==> config.mk <==
export PLATFORM = sky130hd
export DESIGN_NAME = mem_stage_lsu
export DESIGN_NICKNAME = d
export VERILOG_FILES = /design/src/rtl/lsu_pkg.sv /design/src/rtl/lsu_align.sv /design/src/rtl/mem_stage_lsu.sv
export SDC_FILE = /design/constraint.sdc
export NUM_CORES = 1
export LEC_CHECK = 0
export BUFFER_PORTS_ARGS = -buffer_cell sky130_fd_sc_hd__buf_2
export CORE_UTILIZATION = 30
export CTS_BUF_LIST = sky130_fd_sc_hd__clkbuf_4
export CTS_CLUSTER_DIAMETER = 120
export DETAILED_ROUTE_END_ITERATION = 8
export PLACE_DENSITY = 0.62
export SETUP_SLACK_MARGIN = 0.05
export SYNTH_ARGS = -nofsm -noshare
export SYNTH_HDL_FRONTEND = slang
export SYNTH_HIERARCHICAL = 1
export SYNTH_SLANG_ARGS = --single-unit
==> constraint.sdc <==
create_clock -name clk -period 5.4 [get_ports clk]
set_input_delay 1.08 -clock clk [delete_from_list [all_inputs] [get_ports clk]]
set_output_delay 1.08 -clock clk [all_outputs]
set_load 0.005 [all_outputs]
==> src/rtl/lsu_pkg.sv <==
// Shared load/store unit definitions: width codes, FSM state, MEM/WB bundle.
// Fields are sized for the widest supported datapath.
package lsu_pkg;

  localparam int XLEN_MAX = 64;

  localparam logic [2:0] F3_LB  = 3'b000;
  localparam logic [2:0] F3_LH  = 3'b001;
  localparam logic [2:0] F3_LW  = 3'b010;
  localparam logic [2:0] F3_LD  = 3'b011;
  localparam logic [2:0] F3_LBU = 3'b100;
  localparam logic [2:0] F3_LHU = 3'b101;
  localparam logic [2:0] F3_LWU = 3'b110;

  localparam logic [2:0] F3_SB  = 3'b000;
  localparam logic [2:0] F3_SH  = 3'b001;
  localparam logic [2:0] F3_SW  = 3'b010;
  localparam logic [2:0] F3_SD  = 3'b011;

  typedef enum logic {
    S_IDLE,
    S_WAIT_R
  } lsu_state_e;

  typedef struct packed {
    logic                valid;
    logic                reg_write;
    logic                mem_to_reg;
    logic                misaligned;
    logic [4:0]          rd;
    logic [XLEN_MAX-1:0] alu_result;
    logic [XLEN_MAX-1:0] mem_data;
  } mem_wb_ext_t;

endpackage

==> src/rtl/lsu_align.sv <==
// Lane steering: byte enables, store replication, load extension and
// misalignment / unsupported-width detection.
import lsu_pkg::*;

module lsu_align #(
  parameter  int XLEN = 32,
  localparam int NB   = XLEN / 8,
  localparam int OW   = $clog2(NB)
) (
  input  logic            is_store,
  input  logic [2:0]      funct3,
  input  logic [OW-1:0]   offset,
  input  logic [XLEN-1:0] rs2,
  input  logic [XLEN-1:0] rdata,
  output logic [NB-1:0]   be,
  output logic [XLEN-1:0] wdata,
  output logic [XLEN-1:0] ldata,
  output logic            mis
);

  logic [1:0]      sz;
  logic [NB-1:0]   run;
  logic [XLEN-1:0] sh;
  logic            unsup;

  assign sz = funct3[1:0];

  always_comb begin
    run = '0;
    for (int i = 0; i < NB; i++)
      run[i] = (i < (1 << sz));
  end

  assign be = run << offset;

  // every lane carries the low byte/half/word of rs2
  always_comb begin
    wdata = '0;
    for (int i = 0; i < NB; i++)
      wdata[8*i +: 8] = rs2[8*(i % (1 << sz)) +: 8];
  end

  always_comb begin
    if (is_store)
      unsup = funct3[2] || (XLEN == 32 && funct3 == F3_SD);
    else
      unsup = (funct3 == 3'b111) ||
              (XLEN == 32 && (funct3 == F3_LD || funct3 == F3_LWU));
  end

  assign mis = unsup ||
    ((32'(offset) & ((32'd1 << sz) - 32'd1)) != 32'd0);

  assign sh = rdata >> (8 * offset);

  always_comb begin
    case (funct3)
      F3_LB:   ldata = XLEN'($signed(sh[7:0]));
      F3_LH:   ldata = XLEN'($signed(sh[15:0]));
      F3_LW:   ldata = XLEN'($signed(sh[31:0]));
      F3_LBU:  ldata = XLEN'(sh[7:0]);
      F3_LHU:  ldata = XLEN'(sh[15:0]);
      F3_LWU:  ldata = XLEN'(sh[31:0]);
      default: ldata = sh;
    endcase
  end

endmodule

==> src/rtl/mem_stage_lsu.sv <==
// MEM stage: req/gnt/rvalid data-memory FSM and the MEM/WB register.
// Stalls upstream while an access is outstanding.
import lsu_pkg::*;

module mem_stage_lsu #(
  parameter  int XLEN       = 32,
  parameter  int ADDR_WIDTH = 12,
  localparam int NB         = XLEN / 8,
  localparam int OW         = $clog2(NB)
) (
  input  logic                     clk,
  input  logic                     reset_n,
  input  logic                     in_valid,
  input  logic [XLEN-1:0]          in_alu_result,
  input  logic [XLEN-1:0]          in_rs2_data,
  input  logic [4:0]               in_rd,
  input  logic [2:0]               in_funct3,
  input  logic                     in_mem_read,
  input  logic                     in_mem_write,
  input  logic                     in_reg_write,
  input  logic                     in_mem_to_reg,
  output logic                     stall,
  output logic                     dmem_req,
  output logic                     dmem_we,
  output logic [ADDR_WIDTH-OW-1:0] dmem_addr,
  output logic [NB-1:0]            dmem_be,
  output logic [XLEN-1:0]          dmem_wdata,
  input  logic                     dmem_gnt,
  input  logic                     dmem_rvalid,
  input  logic [XLEN-1:0]          dmem_rdata,
  output logic                     wb_valid,
  output logic                     wb_reg_write,
  output logic                     wb_mem_to_reg,
  output logic                     wb_misaligned,
  output logic [4:0]               wb_rd,
  output logic [XLEN-1:0]          wb_alu_result,
  output logic [XLEN-1:0]          wb_mem_data
);

  lsu_state_e      state, state_nx;
  mem_wb_ext_t     wb_q;
  logic            memop, mis, mis_a;
  logic            req_c, stall_c, done_ld;
  logic [NB-1:0]   be_a;
  logic [XLEN-1:0] wdata_a, ldata_a;

  assign memop = in_valid & (in_mem_read | in_mem_write);
  assign mis   = memop & mis_a;

  lsu_align #(.XLEN(XLEN)) u_align (
    .is_store (in_mem_write),
    .funct3   (in_funct3),
    .offset   (in_alu_result[OW-1:0]),
    .rs2      (in_rs2_data),
    .rdata    (dmem_rdata),
    .be       (be_a),
    .wdata    (wdata_a),
    .ldata    (ldata_a),
    .mis      (mis_a)
  );

  always_ff @(posedge clk or negedge reset_n) begin
    if (!reset_n) state <= S_IDLE;
    else          state <= state_nx;
  end

  always_comb begin
    state_nx = state;
    req_c    = 1'b0;
    stall_c  = 1'b0;
    done_ld  = 1'b0;
    unique case (state)
      S_IDLE: begin
        req_c = memop & ~mis;
        if (req_c) begin
          if (!dmem_gnt) begin
            stall_c = 1'b1;
          end else if (!in_mem_write) begin
            stall_c  = 1'b1;
            state_nx = S_WAIT_R;
          end
        end
      end
      S_WAIT_R: begin
        stall_c = ~dmem_rvalid;
        if (dmem_rvalid) begin
          done_ld  = 1'b1;
          state_nx = S_IDLE;
        end
      end
      default: state_nx = S_IDLE;
    endcase
  end

  // memory-side outputs stay quiet while reset is held
  assign stall      = reset_n & stall_c;
  assign dmem_req   = reset_n & req_c;
  assign dmem_we    = dmem_req & in_mem_write;
  assign dmem_be    = dmem_req ? be_a : '0;
  assign dmem_wdata = dmem_req ? wdata_a : '0;
  assign dmem_addr  = in_alu_result[ADDR_WIDTH-1:OW];

  always_ff @(posedge clk or negedge reset_n) begin
    if (!reset_n) begin
      wb_q <= '0;
    end else begin
      wb_q.valid      <= in_valid & ~stall_c;
      wb_q.reg_write  <= in_reg_write & ~mis & ~stall_c;
      wb_q.mem_to_reg <= in_mem_to_reg;
      wb_q.misaligned <= mis;
      wb_q.rd         <= in_rd;
      wb_q.alu_result <= XLEN_MAX'(in_alu_result);
      if (done_ld)
        wb_q.mem_data <= XLEN_MAX'(ldata_a);
    end
  end

  assign wb_valid      = wb_q.valid;
  assign wb_reg_write  = wb_q.reg_write;
  assign wb_mem_to_reg = wb_q.mem_to_reg;
  assign wb_misaligned = wb_q.misaligned;
  assign wb_rd         = wb_q.rd;
  assign wb_alu_result = wb_q.alu_result[XLEN-1:0];
  assign wb_mem_data   = wb_q.mem_data[XLEN-1:0];

  if (XLEN < XLEN_MAX) begin : g_narrow
    logic unused_hi;
    assign unused_hi = ^{wb_q.alu_result[XLEN_MAX-1:XLEN],
                         wb_q.mem_data[XLEN_MAX-1:XLEN]};
  end

endmodule

==> out/results.md <==
| Result | Value | Unit |
|:---|:---|:---|
| Run status | finished, final reports clean | - |
| Row count | 45 | - |
| Synthesized flop and latch total | 74 | - |
| Routed length per placed instance | 16.3 | um |
| Worst path bufs/invs | 4 | - |
| Global-route wire length before repair | 21200 | um |
| DRC violations left | 0 | - |
| Number of clock sinks | 74 | - |
| Clock-pin slew reported for the worst setup and hold paths after clock tree synthesis | 130 | ps |
| Detail-routed via count per cell | 4.99 | - |
| Number of cells on the worst reg-to-reg path | 3 | - |
| Nets in the synthesized netlist | 560 | - |
| Worst-case vdd ir drop | 0.194 | mV |
| DPL Wire Length | 10800 | um |
| Horiz. Die Dim | 127 | um |
| Worst clock skew | 8.96 | ps |
| Hold buffer count at CTS | 0 | - |
| Pre-Repair DR Iteration Count | 4 | - |
| Critical Path Start Type | input port | - |
| Cell area after synthesis | 4660 | um2 |
| Final critical path time including I/O delays and setup | 4910 | ps |
| Overflow after GRT | 0 | - |
| Logic depth of the worst setup path including buffers | 12 | - |
| Vias after detailed routing | 4195 | - |
| Crit-path leading delay family | compound AO/OA/AOI/OAI gates | - |
| H-tree Lvls | 3 | - |
| Accumulated negative setup slack | 0 | ps |
| Gate count of the mapped netlist | 433 | - |
| Number of ports placed on the die boundary | 235 | - |
| Worst rel slew slack | 38.1 | % |
| Clk Latency, worst-skew pair | 420 | ps |
| Critical path endpoint category | output port | - |
| Max frequency | 204 | MHz |
| Clock Root Buffer | sky130_fd_sc_hd__clkbuf_4 | - |
| Number of global-route vias before repair | 4093 | - |
| Die footprint | 16000 | um2 |
| Final total power | 1340 | uW |
| TritonCTS buffer count | 9 | - |
| Largest stage delay on the critical path | 450 | ps |
| Proportion of synthesized chip area in sequential cells | 39.7 | % |
| GRT Resource Usage Total | 17.1 | % |
| Initial Util | 30.7 | % |
| Fraction of final layout cells with drive strength greater than 1 | 46.4 | % |
| Number of enable flip-flop cells after synthesis | 0 | - |
| Detailed Route WL | 13700 | um |
| Syn-to-layout area delta | 29.3 | % |
| Hold/Removal Path Class | register to register | - |
| Core footprint | 15200 | um2 |
| Buffers from clock root to sink, at most | 2 | - |
| Power density over the cells | 222 | nW/um2 |
| Data arrival time of the critical path | 3830 | ps |
| Hold slack | 518 | ps |
| Gpl congestion | 0.775 | - |
| Setup repair after global routing missed its margin | no | - |
| Number of buffers added on ports | 234 | - |
| Synthesized area divided by synthesized cell count | 10.8 | um2 |
| Max-cap check violation count | 0 | - |
| DR iter-0 viols | 138 | - |
| Fillers | 1528 | - |
| Vertical die dimension | 127 | um |
| CTS-repair resized insts | 0 | - |
| Net count of the finished layout | 775 | - |
| Slowest stage cell on the critical path | sky130_fd_sc_hd__o31a_1 | - |
| Final setup fails | 0 | - |
| Worst-Margin Slew | 928 | ps |
| Prevailing post-synth register cell | sky130_fd_sc_hd__dfrtp_1 | - |
| CP max FO | 8 | - |
| CTS tree | yes | - |
| Number of antenna violations at the first check in global routing | 1 | - |
| Worst setup path class | input port to output port | - |
| Max-slew violations | 0 | - |
| Largest net degree at the start of global routing | 75 | - |
| Cell count of the worst hold path | 1 | - |
| Total inserted antenna cells | 0 | - |
| Fin crit share | 90.8 | % |
| Worst Path Required | 4320 | ps |
| Final number of hold-violating endpoints | 0 | - |
| Post-CTS setup buffer count | 0 | - |
| Async SR Flop Fraction | 100 | % |
| Number of warnings reported in the yosys synthesis log | 6 | - |
| Distinct cells, synth | 50 | - |
| Routed Antenna Nets | 0 | - |
| Static Leak | 0.00325 | uW |
| Worst path cell trace | buf_2, inv_1, ha_1, inv_1, ha_1, or2_0, a21oi_4, o31a_1, mux4_1, and2b_1, and2_1, buf_2 | - |
## cells in the final DEF, fill, tap and decap left out, drive strengths merged, types with 2 or more instances in the layout
| master | count |
|---|---|
| buf | 241 |
| dfrtp | 74 |
| and2 | 37 |
| mux2i | 35 |
| mux2 | 32 |
| o21ai | 30 |
| nor2 | 28 |
| nand2 | 27 |
| nor2b | 20 |
| a21oi | 20 |
| mux4 | 16 |
| inv | 15 |
| ha | 14 |
| clkbuf | 9 |
| a22oi | 8 |
| a211oi | 8 |
| and2b | 5 |
| nor3 | 4 |
| nand2b | 3 |
| o31ai | 2 |
| clkinv | 2 |
| or3 | 2 |
| o31a | 2 |
| nor4 | 2 |
## cell usage after synthesis (all sizes together) (2+ instances only)
cell    count  area [um2]
mux4       16         398
nor3        4        20.0
inv        10        37.5
dfrtp      74        1850
mux2i      35         363
nor4        2        18.8
nor2b      20         125
nor2       28         115
a211oi      8        60.1
nand2      27         101
o21ai      30         150
mux2       32         360
or3         2        12.5
ha         14         175
a21oi      20         111
buf        32         213
a22oi       8        60.1
and2b       5        37.5
nand2b      3        18.8
o31a        2        17.5
clkbuf      5        18.8
and2       37         231
o31ai       2        15.0
## layout make-up
type                            count  area [um2]  area share, %
Tap cell                          188         235           3.90
Clock buffer                        9        67.6           1.12
Multi-Input combinational cell    312        2540           42.2
Inverter                           10        37.5          0.623
Sequential cell                    74        1850           30.7
Clock inverter                      7        66.3           1.10
Timing Repair Buffer              241        1230           20.3
## report_power, final
part	switching (uW)	internal (uW)	total (uW)	leakage, uW
registers	24.7	610	635	0.000924
logic	182	185	367	0.00225
clock network	225	108	333	0.0000753
## metrics by stage
| step | setup WS [ps] | util, % | instances | area, um2 |
|---|---|---|---|---|
| floorplan | 64.0 | - | 433 | 4660 |
| global placement | 579 | 38.8 | 825 | 5890 |
| detailed placement | 497 | 38.8 | 825 | 5890 |
| CTS | 484 | 39.6 | 841 | 6030 |
| global route | 259 | 39.6 | 841 | 6030 |
| finish | 495 | 39.6 | 841 | 6030 |
## cells by family (layout without fill, tap and decap cells)
logic type      Yosys count  after routing  synth area share [%]
compound gates           82             82                  11.2
fa+ha+maj                14             14                  3.76
buf+inv                  47            267                  5.77
flops                    74             74                  39.7
mux                      83             83                  24.1
simple gates            133            133                  15.5
## worst paths after layout
check	start	to	slack, ps
min in group asynchronous	reset_n	wb_rd[2]	870
hold / removal	wb_mem_data[19]	wb_mem_data[19]	520
hold reg to reg	wb_mem_data[19]	wb_mem_data[19]	520
max in group asynchronous	reset_n	wb_mem_data[28]	3900
setup reg to reg	state	wb_mem_data[18]	4040
setup / recovery	in_funct3[1]	dmem_wdata[15]	490
## metal layers
metal,part of all wire (%),wire length (um),global-route usage [%],vias to the layer above
li1,-,-,-,1968
met1,40,5410,19.4,1973
met2,51,6970,31.6,226
met3,7.4,1010,3.63,26
met4,2.1,287,5.95,2
met5,0.095,13,0,-
(Power assumes the default switching activity.)
